--- config.mk ---
export PLATFORM = sky130hd
export DESIGN_NAME = des_key_sched
export DESIGN_NICKNAME = d
export VERILOG_FILES = /design/src/rtl/des_key_sched.sv
export SDC_FILE = /design/constraint.sdc
export NUM_CORES = 1
export LEC_CHECK = 0
export BUFFER_PORTS_ARGS = -buffer_cell sky130_fd_sc_hd__buf_4
export CORE_UTILIZATION = 35
export DETAILED_ROUTE_END_ITERATION = 10
export HOLD_SLACK_MARGIN = 0.12
export PLACE_DENSITY = 0.63
export SETUP_SLACK_MARGIN = 0.02
export SLEW_MARGIN = 20
export SYNTH_ARGS = -nofsm -noshare
export SYNTH_HDL_FRONTEND = slang
export SYNTH_SLANG_ARGS = --single-unit
export TNS_END_PERCENT = 20
--- constraint.sdc ---
create_clock -name clk -period 5.8 [get_ports clk]
set_clock_uncertainty 0.2 [all_clocks]
set_input_delay 0.58 -clock clk [delete_from_list [all_inputs] [get_ports clk]]
set_output_delay 0.58 -clock clk [all_outputs]
set_load 0.03 [all_outputs]
--- src/rtl/des_key_sched.sv ---
// DES key-schedule generator: loads C||D once, then streams K1..K16 (or K16..K1) over valid/ready.
// Define DES_KS_PC1_EN to accept the raw 64-bit key and apply PC-1 at load.
module des_key_sched (
  input  logic        clk,
  input  logic        rst,
  input  logic        start,
  input  logic        decrypt,
`ifdef DES_KS_PC1_EN
  input  logic [63:0] key_in,
`else
  input  logic [55:0] key_in,
`endif
  output logic        busy,
  output logic        key_valid,
  input  logic        key_ready,
  output logic [47:0] key_out,
  output logic [3:0]  key_round,
  output logic        key_last
);

  typedef enum logic {IDLE, RUN} state_t;

  // Tables use DES 1-based bit numbers; vector index = DES bit - 1.
  localparam int PC2 [48] = '{
    14, 17, 11, 24,  1,  5,  3, 28, 15,  6, 21, 10,
    23, 19, 12,  4, 26,  8, 16,  7, 27, 20, 13,  2,
    41, 52, 31, 37, 47, 55, 30, 40, 51, 45, 33, 48,
    44, 49, 39, 56, 34, 53, 46, 42, 50, 36, 29, 32
  };

  state_t      state;
  logic [55:0] cd;
  logic [3:0]  j;
  logic        dir;
  logic [55:0] load_cd;
  logic [55:0] step_cd;
  logic [4:0]  n_enc;
  logic [4:0]  n_dec;

  // A DES left rotation moves bit i+1 into bit i, i.e. toward index 0.
  function automatic logic [27:0] rotl(input logic [27:0] x, input logic two);
    return two ? {x[1:0], x[27:2]} : {x[0], x[27:1]};
  endfunction

  function automatic logic [27:0] rotr(input logic [27:0] x, input logic two);
    return two ? {x[25:0], x[27:26]} : {x[26:0], x[27]};
  endfunction

  // Shift amount s(n) is 1 for rounds 1, 2, 9, 16 and 2 otherwise.
  function automatic logic is_two(input logic [4:0] n);
    return !((n == 5'd1) || (n == 5'd2) || (n == 5'd9) || (n == 5'd16));
  endfunction

`ifdef DES_KS_PC1_EN
  localparam int PC1 [56] = '{
    57, 49, 41, 33, 25, 17,  9,  1, 58, 50, 42, 34, 26, 18,
    10,  2, 59, 51, 43, 35, 27, 19, 11,  3, 60, 52, 44, 36,
    63, 55, 47, 39, 31, 23, 15,  7, 62, 54, 46, 38, 30, 22,
    14,  6, 61, 53, 45, 37, 29, 21, 13,  5, 28, 20, 12,  4
  };

  always_comb begin
    load_cd = '0;
    for (int k = 0; k < 56; k++) load_cd[k] = key_in[PC1[k] - 1];
  end
`else
  assign load_cd = key_in;
`endif

  assign n_enc = {1'b0, j} + 5'd2;
  assign n_dec = 5'd16 - {1'b0, j};

  always_comb begin
    if (dir)
      step_cd = {rotr(cd[55:28], is_two(n_dec)), rotr(cd[27:0], is_two(n_dec))};
    else
      step_cd = {rotl(cd[55:28], is_two(n_enc)), rotl(cd[27:0], is_two(n_enc))};
  end

  // Encrypt applies s1 while loading so K1 is presented on the first valid cycle.
  always_ff @(posedge clk) begin
    if (rst) begin
      state     <= IDLE;
      cd        <= '0;
      j         <= '0;
      dir       <= 1'b0;
      busy      <= 1'b0;
      key_valid <= 1'b0;
    end else begin
      case (state)
        IDLE: begin
          if (start) begin
            cd        <= decrypt ? load_cd
                                 : {rotl(load_cd[55:28], 1'b0), rotl(load_cd[27:0], 1'b0)};
            dir       <= decrypt;
            j         <= '0;
            state     <= RUN;
            busy      <= 1'b1;
            key_valid <= 1'b1;
          end
        end
        RUN: begin
          if (key_valid && key_ready) begin
            if (j == 4'd15) begin
              state     <= IDLE;
              busy      <= 1'b0;
              key_valid <= 1'b0;
              j         <= '0;
            end else begin
              cd <= step_cd;
              j  <= j + 4'd1;
            end
          end
        end
        default: state <= IDLE;
      endcase
    end
  end

  always_comb begin
    key_out = '0;
    for (int k = 0; k < 48; k++) key_out[k] = cd[PC2[k] - 1];
  end

  assign key_round = key_valid ? (dir ? 4'd15 - j : j) : 4'd0;
  assign key_last  = key_valid && (j == 4'd15);

endmodule

**Yosys cells after proc, flatten, opt, wreduce, memory -nomap -nowiden**

Cells that the tools add are included.
W data, S select, Z words.

- Bits in registers: 63

- Add/sub/neg operators: 4
- Bitwise operators: 1
- Muxes and demuxes: 24
- Reductions and logical operators: 12
- Eq/ne operators: 13

Operators with widths:

| kind | number |
|---|---|
| $mux W56 | 5 |
| $mux W28 | 4 |
| $pmux W56 S2 | 1 |
| $mux W4 | 5 |
| $eq A5 B1 Y1 const B | 2 |
| $eq A5 B2 Y1 const B | 2 |
| $eq A5 B4 Y1 const B | 2 |
| $eq A5 B5 Y1 const B | 2 |
| $pmux W4 S2 | 1 |
| $logic_or A1 B1 Y1 | 6 |
| $mux W1 | 6 |
| $reduce_and A3 Y1 | 2 |
| $add A4 B2 Y5 const B | 1 |
| $sub A5 B4 Y5 const A | 1 |
| $add A4 B1 Y4 const B | 1 |
| $eq A4 B4 Y1 const B | 1 |
| $ne A2 B1 Y1 const B | 2 |
| $ne A2 B2 Y1 const B | 2 |
| $pmux W1 S2 | 2 |
| $reduce_and A2 Y1 | 2 |
| $sub A4 B4 Y4 const A | 1 |
| $logic_and A1 B1 Y1 | 2 |
| $not A1 Y1 | 1 |

**Logic depth before layout (Yosys ltp)**

- Depth after elaboration: 10
- Mapped depth: 10

**Least setup slack after synthesis**

No wires, ideal clock.

- Path type: register -> output
- From: reg j[1]
- To: out key_last
- Setup slack: 3563 ps
- Data arrival time: 1457 ps
- Path buffers: 2
- Cell stages (with the launch flop): 6
- Path through: dfxtp_1 -> ha_1 -> and3_1 -> buf_2 -> buf_2 -> and2_1

- Longest elaborated chain between the ends: 2

Ends and longest elaborated chain:

| element | line | source |
|---|---|---|
| start, declared | 33 | `logic [3:0] j;` |
| start signal, assigned | 111 | `j <= j + 4'd1;` |
| $eq A4 B4 Y1 | 126 | `assign key_last = key_valid && (j == 4'd15);` |
| $logic_and A1 B1 Y1 | 126 |  |
| end, declared | 18 | `output logic key_last` |

Every way passes these cells.

**Worst setup path in the final report**

- From: reg j[1]
- To: reg cd[27]

- Longest elaborated chain between the ends: 10
- Elaborated cells between the ends (all ways): 25
- Classes of those cells: add/sub: 2; eq/ne: 10; mux: 6; reduce/logical: 7

Ends and longest elaborated chain:

| element | line | source |
|---|---|---|
| $sub A5 B4 Y5 / $add A4 B2 Y5 (equally long branches) | 71, 70 |  |
| $eq A5 B1 Y1 / $eq A5 B2 Y1 (equally long branches) | 51 | `return !((n == 5'd1) \|\| (n == 5'd2) \|\| (n == 5'd9) \|\| (n == 5'd16));` |
| $logic_or A1 B1 Y1 (3 in a row) | 51 |  |
| $mux W28, on equally long branches | 46, 42 |  |
| $mux W56 | 74 | `if (dir)` |
| $mux W56 | 104 | `if (j == 4'd15) begin` |
| $mux W56 | 103 | `if (key_valid && key_ready) begin` |
| $pmux W56 S2 | 90 | `case (state)` |
| end signal, assigned | 93 | `cd <= decrypt ? load_cd` |
| end signal, assigned | 110 | `cd <= step_cd;` |
| end, declared | 32 | `logic [55:0] cd;` |

Parallel ways exist; a longest one is shown, timed or not. The select of a mux whose other input is x is not followed.
A chain may end at the register's enable or synchronous reset.

==> out/qor.csv <==
stage,metric,value,unit
outcome,status,completed,
die,DIE AREA,18100,um^2
placement,pre-CTS WS,2.60,ns
worst_setup_path,Setup crit start kind,flip-flop,
worst_setup_path,CP max stage delay,0.70,ns
detailed_routing,Final ANT Viol Nets,0,
synth,Mean Syn Cell Area,7.35,um^2
die,Die Ht,135,um
clock_network,Clock Tree Buf Depth,2,
worst_setup_path,reg2reg path depth,8,
clock_network,post-CTS setup buffer count,0,
worst_setup_path,"Slowest-stage cell, CP",buf_4,
finish,Final #Nets,905,
detailed_routing,DRC errors left,0,
timing,setup ws final,2.53,ns
detailed_routing,DRT Pass-1 Iters,5,
placement,gpl congestion,0.836,
worst_setup_path,CP arrival,3.30,ns
finish,multi-input logic area,4060,um^2
worst_setup_path,Worst R2R Start,j[1],
clock_network,clk slew on worst S/H paths,0.06,ns
timing,Fmax,306,MHz
detailed_routing,routed wire length,18100,um
detailed_routing,DR vias,6108,
synth,#FFs+latches synth,63,
worst_hold_path,min-delay src,start,
power_and_ir_drop,power per cell area,231,nW/um^2
clock_network,root buf cell,clkbuf_16,
global_route,largest net degree at the start of global routing,122,
timing,Final Hold Viols,0,
power_and_ir_drop,leak pwr,3.09,nW
synth,count of cell types in the netlist,37,
worst_hold_path,Hold WC Path Type,input port to flip-flop,
synth,"Seq/Total Area, Yosys",0.205,
synth,cells after synthesis,837,
worst_setup_path,CP Capture Type,flip-flop,
finish,Ant. Diodes,0,
worst_setup_path,WS Path Type,flip-flop to flip-flop,
global_route,vias in the first global route,5640,
synth,Yosys Warn Count,0,
detailed_routing,first-iteration detailed-routing DRC count,476,
finish,register area,1260,um^2
global_route,grt total ovfl,0,
timing,Hold Slack,0.256,ns
clock_network,hold buffers post-CTS,0,
finish,Synth-to-Final Area Change,13.2,%
power_and_ir_drop,PnR Total Power,1.61,mW
timing,worst-margin pin slew,1.08,ns
timing,unrepaired setup endpoints after global routing,no,
clock_network,CTS Buf Count,9,
finish,Layout fillers,1782,
clock_network,Clock Sinks,63,
worst_setup_path,crit-path cells,ha_1 -> and3_1 -> buf_4 -> nor2_4 -> buf_4 -> o21ai_1 -> mux2i_1 -> a31oi_1,
clock_network,CTS resizes,0,
die,row count,48,
finish,layout cell share with drive strength beyond 1,0.180,
worst_setup_path,CP endpoint,cd[27],
die,IO Pins,116,
synth,Synth Cell Area,6150,um^2
detailed_routing,met2 WL,8100,um
detailed_routing,routed len/inst,17.0,um
timing,endpoints failing setup,0,
worst_setup_path,Crit. Startpoint,j[1],
die,core box area,17200,um^2
clock_network,TritonCTS clock tree,yes,
worst_setup_path,R2R Path End,cd[27],
timing,final worst-path cycle share,0.564,
job,number of max-cap violations,0,
timing,Slew Limit Fails,0,
clock_network,CTS H-Tree Depth,3,
timing,Slew HR,0.278,
synth,Mapped Nets,904,
worst_setup_path,Worst EP required,5.83,ns
timing,Final TNS setup,0,ns
placement,Post-DP HPWL,11400,um
clock_network,clk_lat worst skew,0.35,ns
worst_setup_path,critical path's most frequent cell,buf_4,
die,chip width,135,um
worst_setup_path,crit path max fanout,69,
worst_setup_path,r2r setup slk,2.53,ns
global_route,global-route wire length before repair,29300,um
global_route,GRT Overall Usage,0.200,
detailed_routing,DR WL met3,998,um
placement,input/output buffers,115,
detailed_routing,WL met1,8740,um
global_route,antenna violations before repair,0,
timing,fin crit period,3.27,ns
finish,post-route cell area,6960,um^2
die,effective utilization at floorplan,0.357,
power_and_ir_drop,Max IR drop VDD,0.000173,V
detailed_routing,max layer used,met4,
placement,DP Area,6630,um^2
detailed_routing,vias per cell,5.72,
-- flip-flops by register name, summed over array words and instances, names as in the netlist --
| register | count |
|---|---|
| j | 4 |
| cd | 56 |
| key_valid | 1 |
| state | 1 |
| dir | 1 |
-- routing by layer --
layer / GRT usage / up-vias
li1: - / 3028
met1: 0.276 / 2873
met2: 0.314 / 188
met3: 0.0394 / 19
met4: 0.0643 / 0
met5: 0 / -
-- Yosys cell counts --
cell type	instances	area share
a211oi_1	3	0.0037
a21o_1	1	0.0012
a21oi_1	75	0.061
a22oi_1	1	0.0012
a311oi_1	9	0.013
a31o_1	1	0.0014
a31oi_1	49	0.050
and2_1	6	0.0061
and3_1	3	0.0031
buf_1	4	0.0024
buf_2	24	0.020
buf_4	55	0.067
buf_6	5	0.0092
clkbuf_1	47	0.029
dfxtp_1	63	0.21
ha_1	6	0.012
inv_1	22	0.013
mux2_1	3	0.0055
mux2_2	4	0.0073
mux2i_1	114	0.19
nand2_1	55	0.034
nand2b_1	37	0.038
nand2b_2	1	0.0014
nand3_1	126	0.10
nand4_1	1	0.0010
nor2_1	14	0.0085
nor2_2	1	0.0010
nor2b_1	2	0.0020
nor3b_1	1	0.0012
o21a_1	2	0.0024
o21ai_0	18	0.015
o21ai_1	15	0.012
o21ba_2	1	0.0016
o22ai_1	7	0.0071
o31ai_1	56	0.068
o32ai_2	1	0.0026
xor2_1	4	0.0057
-- power breakdown --
part / switching (mW) / internal, mW / total [mW] / leakage [nW]
combinational: 0.267 / 0.178 / 0.445 / 2.41
sequential: 0.0698 / 0.471 / 0.541 / 0.521
clock: 0.222 / 0.399 / 0.621 / 0.158
-- cell type report --
type / count / area share
Sequential cell: 63 / 0.182
Clock buffer: 11 / 0.0363
Multi-Input combinational cell: 617 / 0.583
Tap cell: 225 / 0.0404
Clock inverter: 5 / 0.0115
Timing Repair Buffer: 125 / 0.135
Inverter: 22 / 0.0119
-- metrics by stage --
stage,util,std cells
after floorplan,-,837
after global placement,0.385,1052
after detailed placement,0.385,1052
after CTS,0.404,1068
after global routing,0.404,1068
final,0.404,1068
-- critical path, delay by kind of cell, from the launching register on --
| family | cells | cell delay (ns) |
|---|---|---|
| compound gates | 2 | 0.33 |
| fa+ha+maj | 1 | 0.28 |
| buf+inv | 2 | 0.92 |
| flops | 1 | 0.39 |
| mux | 1 | 0.20 |
| simple gates | 2 | 0.80 |
-- cell families after synthesis --
group,share of synthesized area
buf+inv,0.140
simple gates,0.198
mux,0.198
flops,0.205
compound gates,0.240
fa+ha+maj,0.0122
xor+xnor,0.00570
-- how the worst min path moves through the flow --
stage / cells after the start / slack [ns] / endpoint
6_report: 2 / 0.26 / state
5_1_grt: 2 / 0.26 / state
4_1_cts: 2 / 0.25 / state
3_5_place_dp: 2 / 0.32 / cd[44]
3_3_place_gp: 2 / 0.32 / cd[44]
2_1_floorplan: 2 / 0.28 / cd[44]
-- cell usage in the layout, fill, tap and decap left out, types with 7 or more instances in the layout --
master	instances
o22ai_1	7
o21ai_1	15
nand2_1	55
nor2_1	14
a21oi_1	74
inv_1	22
dfxtp_1	62
buf_4	125
nand3_1	126
clkbuf_16	9
nand2b_1	37
a311oi_1	9
mux2i_1	114
o21ai_0	18
a31oi_1	49
o31ai_1	56
(Power assumes the default switching activity.)
